===== config.mk =====
export PLATFORM = sky130hd
export DESIGN_NAME = alu_param_seq
export DESIGN_NICKNAME = d
export VERILOG_FILES = /design/src/rtl/alu_param_seq.sv
export SDC_FILE = /design/constraint.sdc
export NUM_CORES = 1
export LEC_CHECK = 0
export CAP_MARGIN = 30
export CORE_MARGIN = 3
export CORE_UTILIZATION = 40
export CTS_CLUSTER_DIAMETER = 50
export CTS_CLUSTER_SIZE = 16
export DETAILED_ROUTE_END_ITERATION = 8
export HOLD_SLACK_MARGIN = 0.12
export PLACE_DENSITY = 0.63
export SLEW_MARGIN = 5
export SYNTH_ARGS = -nofsm -noshare
export SYNTH_HDL_FRONTEND = slang
export SYNTH_SLANG_ARGS = --single-unit

===== constraint.sdc =====
create_clock -name CLK -period 1.5 [get_ports CLK]
set_input_delay 0.15 -clock CLK [delete_from_list [all_inputs] [get_ports CLK]]
set_output_delay 0.15 -clock CLK [all_outputs]
set_load 0.02 [all_outputs]

===== src/rtl/alu_param_seq.sv =====
// Single-cycle registered ALU with status flags and a carry-pattern detector
// that counts matches of a configurable carry sequence.
module alu_param_seq #(
    parameter int unsigned        W       = 8,
    parameter int unsigned        PAT_LEN = 3,
    parameter logic [PAT_LEN-1:0] PATTERN = 3'b101
) (
    input  logic         CLK,
    input  logic         RST,
    input  logic         in_valid,
    input  logic [2:0]   op,
    input  logic [W-1:0] a,
    input  logic [W-1:0] b,
    output logic         out_valid,
    output logic [W-1:0] result,
    output logic         flag_zero,
    output logic         flag_carry,
    output logic         flag_neg,
    output logic         flag_ovf,
    output logic         pat_detect,
    output logic [7:0]   pat_count
);

    localparam int unsigned FW = $clog2(PAT_LEN + 1);
    localparam logic [FW-1:0] FILL_MAX = FW'(PAT_LEN);

    typedef enum logic [2:0] {
        OP_ADD  = 3'b000,
        OP_SUB  = 3'b001,
        OP_AND  = 3'b010,
        OP_OR   = 3'b011,
        OP_XOR  = 3'b100,
        OP_PASS = 3'b101,
        OP_SHL  = 3'b110,
        OP_RSV  = 3'b111
    } op_e;

    op_e                op_sel;
    logic [W:0]         sum_ext;
    logic [W-1:0]       res_c;
    logic               carry_c;
    logic               ovf_c;
    logic [PAT_LEN-1:0] shreg;
    logic [PAT_LEN-1:0] shreg_nxt;
    logic [FW-1:0]      fill;
    logic [FW-1:0]      fill_nxt;
    logic               match_c;

    assign op_sel = op_e'(op);

    always_comb begin
        sum_ext = '0;
        res_c   = '0;
        carry_c = 1'b0;
        ovf_c   = 1'b0;
        case (op_sel)
            OP_ADD: begin
                sum_ext = {1'b0, a} + {1'b0, b};
                res_c   = sum_ext[W-1:0];
                carry_c = sum_ext[W];
                ovf_c   = (a[W-1] == b[W-1]) && (sum_ext[W-1] != a[W-1]);
            end
            OP_SUB: begin
                // Bit W of the extended difference is the unsigned borrow
                sum_ext = {1'b0, a} - {1'b0, b};
                res_c   = sum_ext[W-1:0];
                carry_c = sum_ext[W];
                ovf_c   = (a[W-1] != b[W-1]) && (sum_ext[W-1] != a[W-1]);
            end
            OP_AND:  res_c = a & b;
            OP_OR:   res_c = a | b;
            OP_XOR:  res_c = a ^ b;
            OP_PASS: res_c = a;
            OP_SHL: begin
                res_c   = {a[W-2:0], 1'b0};
                carry_c = a[W-1];
            end
            OP_RSV:  res_c = '0;
        endcase
    end

    always_comb begin
        shreg_nxt = {shreg[PAT_LEN-2:0], carry_c};
        fill_nxt  = (fill == FILL_MAX) ? fill : fill + 1'b1;
        match_c   = (fill_nxt == FILL_MAX) && (shreg_nxt == PATTERN);
    end

    always_ff @(posedge CLK or negedge RST) begin
        if (!RST) begin
            out_valid  <= 1'b0;
            result     <= '0;
            flag_zero  <= 1'b0;
            flag_carry <= 1'b0;
            flag_neg   <= 1'b0;
            flag_ovf   <= 1'b0;
            pat_detect <= 1'b0;
            pat_count  <= '0;
            shreg      <= '0;
            fill       <= '0;
        end else begin
            out_valid  <= in_valid;
            pat_detect <= in_valid && match_c;
            if (in_valid) begin
                result     <= res_c;
                flag_zero  <= (res_c == '0);
                flag_carry <= carry_c;
                flag_neg   <= res_c[W-1];
                flag_ovf   <= ovf_c;
                shreg      <= shreg_nxt;
                fill       <= fill_nxt;
                if (match_c && (pat_count != 8'hFF))
                    pat_count <= pat_count + 8'd1;
            end
        end
    end

endmodule


==> results.md, run 1 <==
Yosys:
- For this run, the register share of the synthesized area comes to 0.240.
- The share of async-settable or async-resettable flops after synthesis is 1.00.
- The post-synthesis sequential element count is 24.
- The number of flops mapped to enable cells by yosys is 0.
- The number of distinct standard cells referenced by the synthesized netlist is 64.
- Counting instances in the post-synthesis netlist gives the leading cell types as sky130_fd_sc_hd__ha_1, sky130_fd_sc_hd__inv_1, sky130_fd_sc_hd__dfrtp_1, sky130_fd_sc_hd__nor2_1, sky130_fd_sc_hd__a21oi_1.
- The average size of a mapped cell is 8.50 µm².
- The most used flip-flop cell after synthesis is sky130_fd_sc_hd__dfrtp_1.
- During synthesis, Yosys emitted a total of 0 warnings.
- The post-synth design cell area is 2500 µm².
- The area share of the largest cell type after synthesis is 0.240.
- Yosys attributes the largest share of cell area to sky130_fd_sc_hd__dfrtp_1, sky130_fd_sc_hd__ha_1, sky130_fd_sc_hd__xnor2_1.
- The count of mapped cells out of synthesis is 294.
- The cell taking the most area after synthesis is sky130_fd_sc_hd__dfrtp_1.
- The post-synthesis net count is 343.

Critical path:
- The delay of the slowest cell on the worst path is 0.41 ns.
- The critical path goes through buf_12, buf_4, buf_8, ha_4, inv_2, fa_2, nor2b_4, o31a_1, or4_1, a21oi_1, a311o_1, o21ai_1, o32ai_2.
- STA classifies the critical path startpoint as an input port.
- Data on the critical path arrives at its endpoint at 2.36 ns.
- The worst setup path is captured at a register.
- The length in cells of the worst reg-to-reg path is 4.
- In this design, the largest share of critical-path delay is due to compound AO/OA/AOI/OAI gates.
- The setup check on the worst reg-to-reg path leaves a slack of 0.06 ns.
- The maximum fanout count along the critical path is 3.
- Together, buffers and inverters on the worst path number 4.
- The slowest stage of the critical path is the sky130_fd_sc_hd__or4_1 cell.
- The worst register-to-register path begins at shreg[0].
- Data on the critical path is required at its endpoint by 1.67 ns.
- The endpoint of the worst-slack reg-to-reg timing path is pat_count[7].
- The critical path in this run is classified as in2reg.

Final layout:
- Of the cells placed in the final design, the portion with a size suffix greater than 1 is 0.446.
- The diode insertion count for antenna repair is 0.
- After routing the design area is 4210 µm².
- The layout overhead on the synthesized area is 68.4%.
- For this run, the number of standard cells in the final layout without fillers is 508.
- The count of nets after finishing is 483.

Clocking:
- The clock tree buffer depth is 2.
- After clock tree synthesis, the flow added hold-fix buffers numbering 0.
- The clock insertion delay at the later pin of the skew report is 0.27 ns.
- CTS built an H-tree with a depth of 1.
- Clock-pin slew was measured on the worst setup and hold paths at 0.09 ns.
- The CTS root buffer is sky130_fd_sc_hd__clkbuf_8.
- The number of clock buffers added by TritonCTS is 3.
- The clock drives 24 sinks.
- The TritonCTS clock tree is built.

STA:
- The hold violation count in the final report came to 0.
- Setup repair after global routing could not meet its margin everywhere.
- Static timing analysis puts the maximum clock frequency at 0.457 GHz.
- Setup violations remaining at the end of the flow were counted as 19.
- The number of pins exceeding their max-slew limit in the final report is 0.
- Of the available clock period, the critical path in the final layout requires 1.46.
- In this run the tightest slew margin relative to its limit is 0.757.
- After layout, the worst setup slack is -0.686 ns.
- For the pin with the worst max-slew slack, the measured transition is 0.363 ns.
- The final critical delay including setup and external delays is 2.19 ns.
- For the final database, setup skew stands at 0.00932 ns.

Drt:
- The final route contains 2674 vias.
- The routed wirelength normalized by instance count is 15.0 µm.
- The number of iterations in the first detailed-routing pass is 5.
- In this run the remaining antenna-violating nets after routing total 0.
- The number of DRC violations after detailed-routing iteration 0 is 156.
- The number of remaining DRC errors is 0.
- The average vias per placed instance is 5.26.
- For this block, the routed nets add up to 7.61 mm of wire.

Die:
- The number of placement rows is 28.
- The placeable core region is 5990 µm².
- The top-level port count is 44.
- The die is 85.1 µm wide.
- The effective utilization at floorplan is 0.417.
- The floorplan step defined a die boundary enclosing 7230 µm².
- The die is 85.1 µm tall.

Place:
- Input and output buffers added on the ports amount to 43.
- The cell area after placement is 3790 µm².
- At the placement stage, the worst setup path has a slack of -1.46 ns.
- The cell count after placement is 491.
- The weighted congestion at the end of routability-driven global placement is 0.937.
- The estimated wirelength of the detail-placed design is 5.77 mm.

Pwr:
- In this run the static leakage power is 2.03 nW.
- The largest vdd supply drop is 0.573 mV.
- After layout, the design draws a total of 2.82 mW.
- Power spread over the standard cell area amounts to 670 nW/µm².

Run status:
- The flow ran to the end, but the final reports show violations.
- The final reports fail on negative setup slack.

Global routing:
- Entering global routing, the biggest net connects 25 pins.
- The global-route wire length before repair is 12.6 mm.
- The number of antenna violations at the first check in global routing is 0.
- After global routing the overflow that remains totals 0.
- Across every metal layer, demand over resource in global routing totals 0.211.
- The via count of the first global-routing pass is 2672.

Run:
- The max-capacitance violation count is 0.

Worst hold path:
- The min-delay analysis places its worst path in the category in2async.
## cells in the final DEF, fill, tap and decap left out, types with 7 or more instances in the layout
cell type                          n
sky130_fd_sc_hd__o211ai_1          8
sky130_fd_sc_hd__ha_4             10
sky130_fd_sc_hd__buf_6            10
sky130_fd_sc_hd__ha_1             14
sky130_fd_sc_hd__xnor2_1          11
sky130_fd_sc_hd__dlymetal6s2s_1   10
sky130_fd_sc_hd__clkdlybuf4s50_1  16
sky130_fd_sc_hd__o21ai_0           8
sky130_fd_sc_hd__inv_1             9
sky130_fd_sc_hd__dfrtp_1          24
sky130_fd_sc_hd__inv_2            11
sky130_fd_sc_hd__a21oi_1          17
sky130_fd_sc_hd__buf_4            99
sky130_fd_sc_hd__mux2i_1           9
sky130_fd_sc_hd__dlygate4sd2_1    11
sky130_fd_sc_hd__nand2_1          14
sky130_fd_sc_hd__nor2_1           20
sky130_fd_sc_hd__and3_1            7
## area by class of cell
class / count / area [µm²]
fill: 447 / 1780
tap: 75 / 93.8
inverter: 25 / 116
multi-input combinational: 227 / 2020
clock inverter: 1 / 30.0
sequential: 24 / 601
timing repair buffer: 153 / 1310
clock buffer: 3 / 41.3
## timing repair
action,4_1_cts,5_1_grt
endpoints found under the setup margin,21,27
pin swaps,27,19
setup buffers,9,6
hold endpoints to repair,0,0
resized for setup,64,44
## sequential cells by signal, indices dropped and copies added, names as in the netlist
name and count:
fill 2, flag_ovf 1, result 8, flag_zero 1
out_valid 1, pat_detect 1, pat_count 8, shreg 2
## how the worst max path moves through the flow
stage / startpoint / to / slack (ns) / cells past startpoint
6_report: a[0] / flag_zero / -0.69 / 13
5_1_grt: a[0] / flag_zero / -0.78 / 11
4_1_cts: a[0] / flag_zero / -0.71 / 12
3_5_place_dp: a[0] / flag_zero / -1.46 / 12
3_3_place_gp: a[0] / flag_zero / -1.39 / 12
2_1_floorplan: a[0] / flag_zero / -0.68 / 10
## cell families (layout without fill, tap and decap cells)
group / after synthesis / count (layout) / share of synthesized area
xor+xnor: 14 / 14 / 0.0491
buf+inv: 43 / 182 / 0.0836
compound gates: 77 / 77 / 0.220
flops: 24 / 24 / 0.240
fa+ha+maj: 27 / 27 / 0.141
simple gates: 94 / 94 / 0.203
mux: 15 / 15 / 0.0631
## per-layer routing
layer  vias to the layer above  part of all wire  global-route usage
met5                         -                 0                   0
met4                         0             0.018              0.0532
met3                         8             0.045             0.00680
met2                        77              0.50               0.384
met1                      1267              0.44               0.272
li1                       1322                 -                   -
## power breakdown
part           switching (mW)  internal [mW]  leakage [nW]
clock                   0.213          0.357        0.0357
combinational           0.705          0.781          1.70
sequential             0.0426          0.723         0.297
## metrics by stage
step | hold slack, ns | TNS (ns) | util
2_1_floorplan | -0.146 | -6.48 | -
3_3_place_gp | 0.479 | -21.92 | 0.633
6_report | 0.235 | -8.70 | 0.703
5_1_grt | 0.267 | -10.50 | 0.703
3_5_place_dp | 0.480 | -22.42 | 0.633
4_1_cts | 0.241 | -8.88 | 0.678
No activity file was read; power rests on OpenSTA's default activity.
==> run 2: changes to the inputs <==
--- a/config.mk
+++ b/config.mk
@@ -5,7 +5,7 @@
 export SDC_FILE = /design/constraint.sdc
 export NUM_CORES = 1
 export LEC_CHECK = 0
-export CAP_MARGIN = 30
+export CAP_MARGIN = 20
 export CORE_MARGIN = 3
 export CORE_UTILIZATION = 40
 export CTS_CLUSTER_DIAMETER = 50
==> results of run 2 <==
The final DEF is identical to that of run 1; final timing and power are the same.
==> run 3: changes to the inputs <==
--- a/config.mk
+++ b/config.mk
@@ -5,6 +5,7 @@
 export SDC_FILE = /design/constraint.sdc
 export NUM_CORES = 1
 export LEC_CHECK = 0
+export ABC_AREA = 1
 export CAP_MARGIN = 20
 export CORE_MARGIN = 3
 export CORE_UTILIZATION = 40
==> results.md, run 3 <==
Run status:
- The flow ran to the end, but the final reports show violations.
- The checks that failed: negative setup slack.

Final layout:
- The library cell used most frequently in the layout, excluding fill and tap cells, is sky130_fd_sc_hd__buf_4.
- The library cells used most frequently in the layout, excluding fill and tap cells, are sky130_fd_sc_hd__buf_4, sky130_fd_sc_hd__nand2_1, sky130_fd_sc_hd__nand3_1.
- The fill cell instance count of the final layout is 541.
- The ratio of cells with drive above 1 in the final layout is 0.388.
- The count of non-filler cells in the finished layout is 575.
- Summing all flip-flop and latch instances after layout gives 601 µm².
- The largest registers in the layout are pat_count (8), result (8).
- 0 antenna diodes ended up in the layout.
- In the final design database the tool counted 550 nets.
- The area growth from synthesis to layout is 61.5%.
- The footprint of the multi-input gates is 1910 µm².

Critical path:
- The endpoint of the worst-slack reg-to-reg timing path is pat_count[1].
- The critical path start-end classification is in2reg.
- In this run the worst path has a maximum fanout of 5.
- The most critical setup path has its startpoint at a[0].
- The length in cells of the worst reg-to-reg path is 8.
- The data required time of the critical path is 1.66 ns.
- The capturing instance or port of the critical path is pat_count[1].
- The critical path startpoint category is an input port.
- The worst path arrival time is 1.84 ns.
- The worst setup path is captured at a register.
- In this run the critical register-to-register path is launched from pat_count[0].
- The internal reg-to-reg setup slack is 0.12 ns.

Place:
- Once placement completed, the tool counted placed cells totaling 561.
- Before CTS, the worst setup slack after placement is -0.967 ns.
- The weighted congestion at the end of routability-driven global placement is 0.888.
- The estimated wirelength of the detail-placed design is 5.66 mm.
- The number of buffer cells added on primary ports is 43.

STA:
- The worst clock skew is 0.00731 ns.
- The hold violation count in the final report was 0.
- The worst hold margin is 0.247 ns.
- In this run the tightest slew margin relative to its limit is 0.767.
- Setup slack on the critical path of the routed design comes to -0.184 ns.
- The count of endpoints failing setup in the final report is 13.
- The worst path in the final design needs a cycle of 1.68 ns, including I/O delays and setup.
- The number of pins exceeding their max-slew limit in the final report came to 0.
- Dividing the final minimum period by the clock period gives 1.12.
- For the pin with the worst max-slew slack, the measured transition is 0.347 ns.
- Setup total negative slack on the finished layout was measured at -1.96 ns.
- The maximum operating frequency is 0.594 GHz.
- Setup repair after global routing could not meet its margin everywhere.

Clocking:
- The clock net in this run drives a total of 24 sinks.
- After clock tree synthesis, the clock-pin slew on the worst setup and hold paths is 0.08 ns.
- Counting the buffers created by CTS gives 3.
- The CTS H-tree depth is 1.
- TritonCTS built the clock tree.
- The clock tree buffer depth is 2.
- The clock insertion delay at the later pin of the skew report is 0.26 ns.
- The CTS root buffer is sky130_fd_sc_hd__clkbuf_8.

Yosys:
- The share of the Yosys chip area taken by registers is 0.238.
- The number of flops mapped to enable cells by yosys is 0.
- The count of yosys warnings during synthesis is 0.
- By count the netlist is led by sky130_fd_sc_hd__nand2_1, sky130_fd_sc_hd__inv_1, sky130_fd_sc_hd__nand3_1, sky130_fd_sc_hd__nor2_1, sky130_fd_sc_hd__ha_1.
- sky130_fd_sc_hd__dfrtp_1 takes more of the synthesized area than any other cell.
- The cell count after synthesis came out at 370.
- The share of async-settable or async-resettable flops after synthesis is 1.00.
- By area the synthesized netlist is led by sky130_fd_sc_hd__dfrtp_1, sky130_fd_sc_hd__nand2_1, sky130_fd_sc_hd__ha_1.
- The netlist uses 35 different library cells.
- The area share of the largest cell type after synthesis is 0.238.
- The synthesized design contains 24 register bits.
- The top flip-flop cell by instance count after synthesis is sky130_fd_sc_hd__dfrtp_1.
- A synthesized cell averages 6.82 µm².
- The post-synth design cell area is 2520 µm².
- sky130_fd_sc_hd__nand2_1 is the most common cell in the netlist.
- The number of nets in the synthesized netlist is 419.

Drt:
- The final wirelength is 7.39 mm.
- In the final routed layout, each cell accounts on average for 12.9 µm.
- For this block, the initial DRC count from the detailed router was 112.
- In the routed layout, each cell is associated on average with a via count of 4.95.
- The remaining number of nets flagged by the antenna check after routing is 0.
- The number of remaining DRC errors is 0.
- The first TritonRoute pass finished after 4 iterations.
- The routed layout has 2844 vias.

Global routing:
- The all-layer global routing usage is 0.203.
- Entering global routing, the biggest net connects 25 pins.
- The via count of the first global-routing pass came to 2738.
- After global routing the overflow that remains totals 0.
- The number of antenna violations at the first check in global routing is 0.
- The global-route wire length before repair is 12.5 mm.

Die:
- The area of the die is 7300 µm².
- The initial utilization of the core area, before any placement, comes to 0.419.
- The placeable core region is 6030 µm².
- The top-level port count is 44.
- The die is 85.4 µm wide.
- The die extent in y is 85.4 µm.
- The floorplan has 28 rows.

Pwr:
- The design draws 2.48 mW.
- In this run the static leakage power is 2.13 nW.
- The power per cell area is 608 nW/µm².
- The worst-case IR drop observed on VDD is 0.611 mV.

Run:
- Max-cap violations in this run came to 0.

Worst hold path:
- The class of the tightest hold or removal check is in2async.
==> run 3: cell types whose count changed after synthesis, moves of 6 or more <==
| cell | previous run | this run |
|---|---|---|
| sky130_fd_sc_hd__nand3_1 | 9 | 45 |
| sky130_fd_sc_hd__nand2b_1 | 6 | 0 |
| sky130_fd_sc_hd__nand4_1 | 3 | 17 |
| sky130_fd_sc_hd__mux2i_1 | 9 | 0 |
| sky130_fd_sc_hd__a21oi_1 | 18 | 6 |
| sky130_fd_sc_hd__and3_1 | 7 | 0 |
| sky130_fd_sc_hd__o211ai_1 | 8 | 0 |
| sky130_fd_sc_hd__nor2b_1 | 7 | 0 |
| sky130_fd_sc_hd__inv_1 | 25 | 47 |
| sky130_fd_sc_hd__xnor2_1 | 12 | 3 |
| sky130_fd_sc_hd__nand2_1 | 15 | 92 |
| sky130_fd_sc_hd__nor2_1 | 22 | 35 |
==> run 3: critical path, stage by stage <==
cell and delay, ns:
sky130_fd_sc_hd__buf_8 0.07, sky130_fd_sc_hd__buf_8 0.11, sky130_fd_sc_hd__inv_12 0.03, sky130_fd_sc_hd__ha_4 0.15, sky130_fd_sc_hd__fa_2 0.37, sky130_fd_sc_hd__o21ai_4 0.18
sky130_fd_sc_hd__nand3_4 0.10, sky130_fd_sc_hd__o31ai_4 0.26, sky130_fd_sc_hd__nand3_4 0.14, sky130_fd_sc_hd__buf_6 0.15, sky130_fd_sc_hd__nand4_1 0.06, sky130_fd_sc_hd__nand2_1 0.06
==> run 3: power breakdown <==
| part | internal, mW | switching (mW) | total, mW |
|---|---|---|---|
| Sequential | 0.713 | 0.0420 | 0.755 |
| Combinational | 0.619 | 0.676 | 1.29 |
| Clock | 0.234 | 0.192 | 0.426 |
==> run 3: how the worst min path moves through the flow <==
stage / to / slack [ns] / cells past startpoint
finish: flag_ovf / 0.25 / 2
global route: result[0] / 0.28 / 2
CTS: result[7] / 0.26 / 2
detailed placement: result[5] / 0.48 / 2
global placement: result[5] / 0.46 / 2
floorplan: fill[0] / -0.15 / 0
==> run 3: area by class of cell <==
class / instances / share of cell area
flip-flops and latches: 24 / 0.147
well taps: 75 / 0.0230
repair buffers: 140 / 0.294
clock buffers: 4 / 0.0135
multi-input cells: 279 / 0.468
inverters: 53 / 0.0537
==> run 3: timing repair <==
| item | CTS | global route |
|---|---|---|
| endpoints found under the setup margin | 23 | 21 |
| pin swaps | 21 | 25 |
| hold buffers | 0 | 0 |
| resized for setup | 97 | 38 |
| buffers inserted | 4 | 5 |
| cloned | 1 | 0 |
==> run 3: logic make-up (layout without fill, tap and decap cells) <==
family,count (synthesis),after routing,share of synthesized area
AO/OA/AOI/OAI,36,36,0.0897
XOR/XNOR,7,7,0.0243
buffers and inverters,67,197,0.126
AND/OR/NAND/NOR,209,209,0.382
adder cells (fa/ha/maj),27,27,0.140
flip-flops,24,24,0.238
==> run 3: layer usage <==
layer,vias up,part of all wire,global-route usage
met5,-,0,0
met4,0,0.0024,0.0288
met3,2,0.042,0.00777
met2,56,0.49,0.355
met1,1319,0.46,0.282
li1,1467,-,-
==> run 3: through the flow <==
stage          utilization  cell area (µm²)
2_1_floorplan            -             2550
3_3_place_gp         0.600             3610
3_5_place_dp         0.600             3610
4_1_cts              0.649             3910
5_1_grt              0.676             4080
6_report             0.676             4080
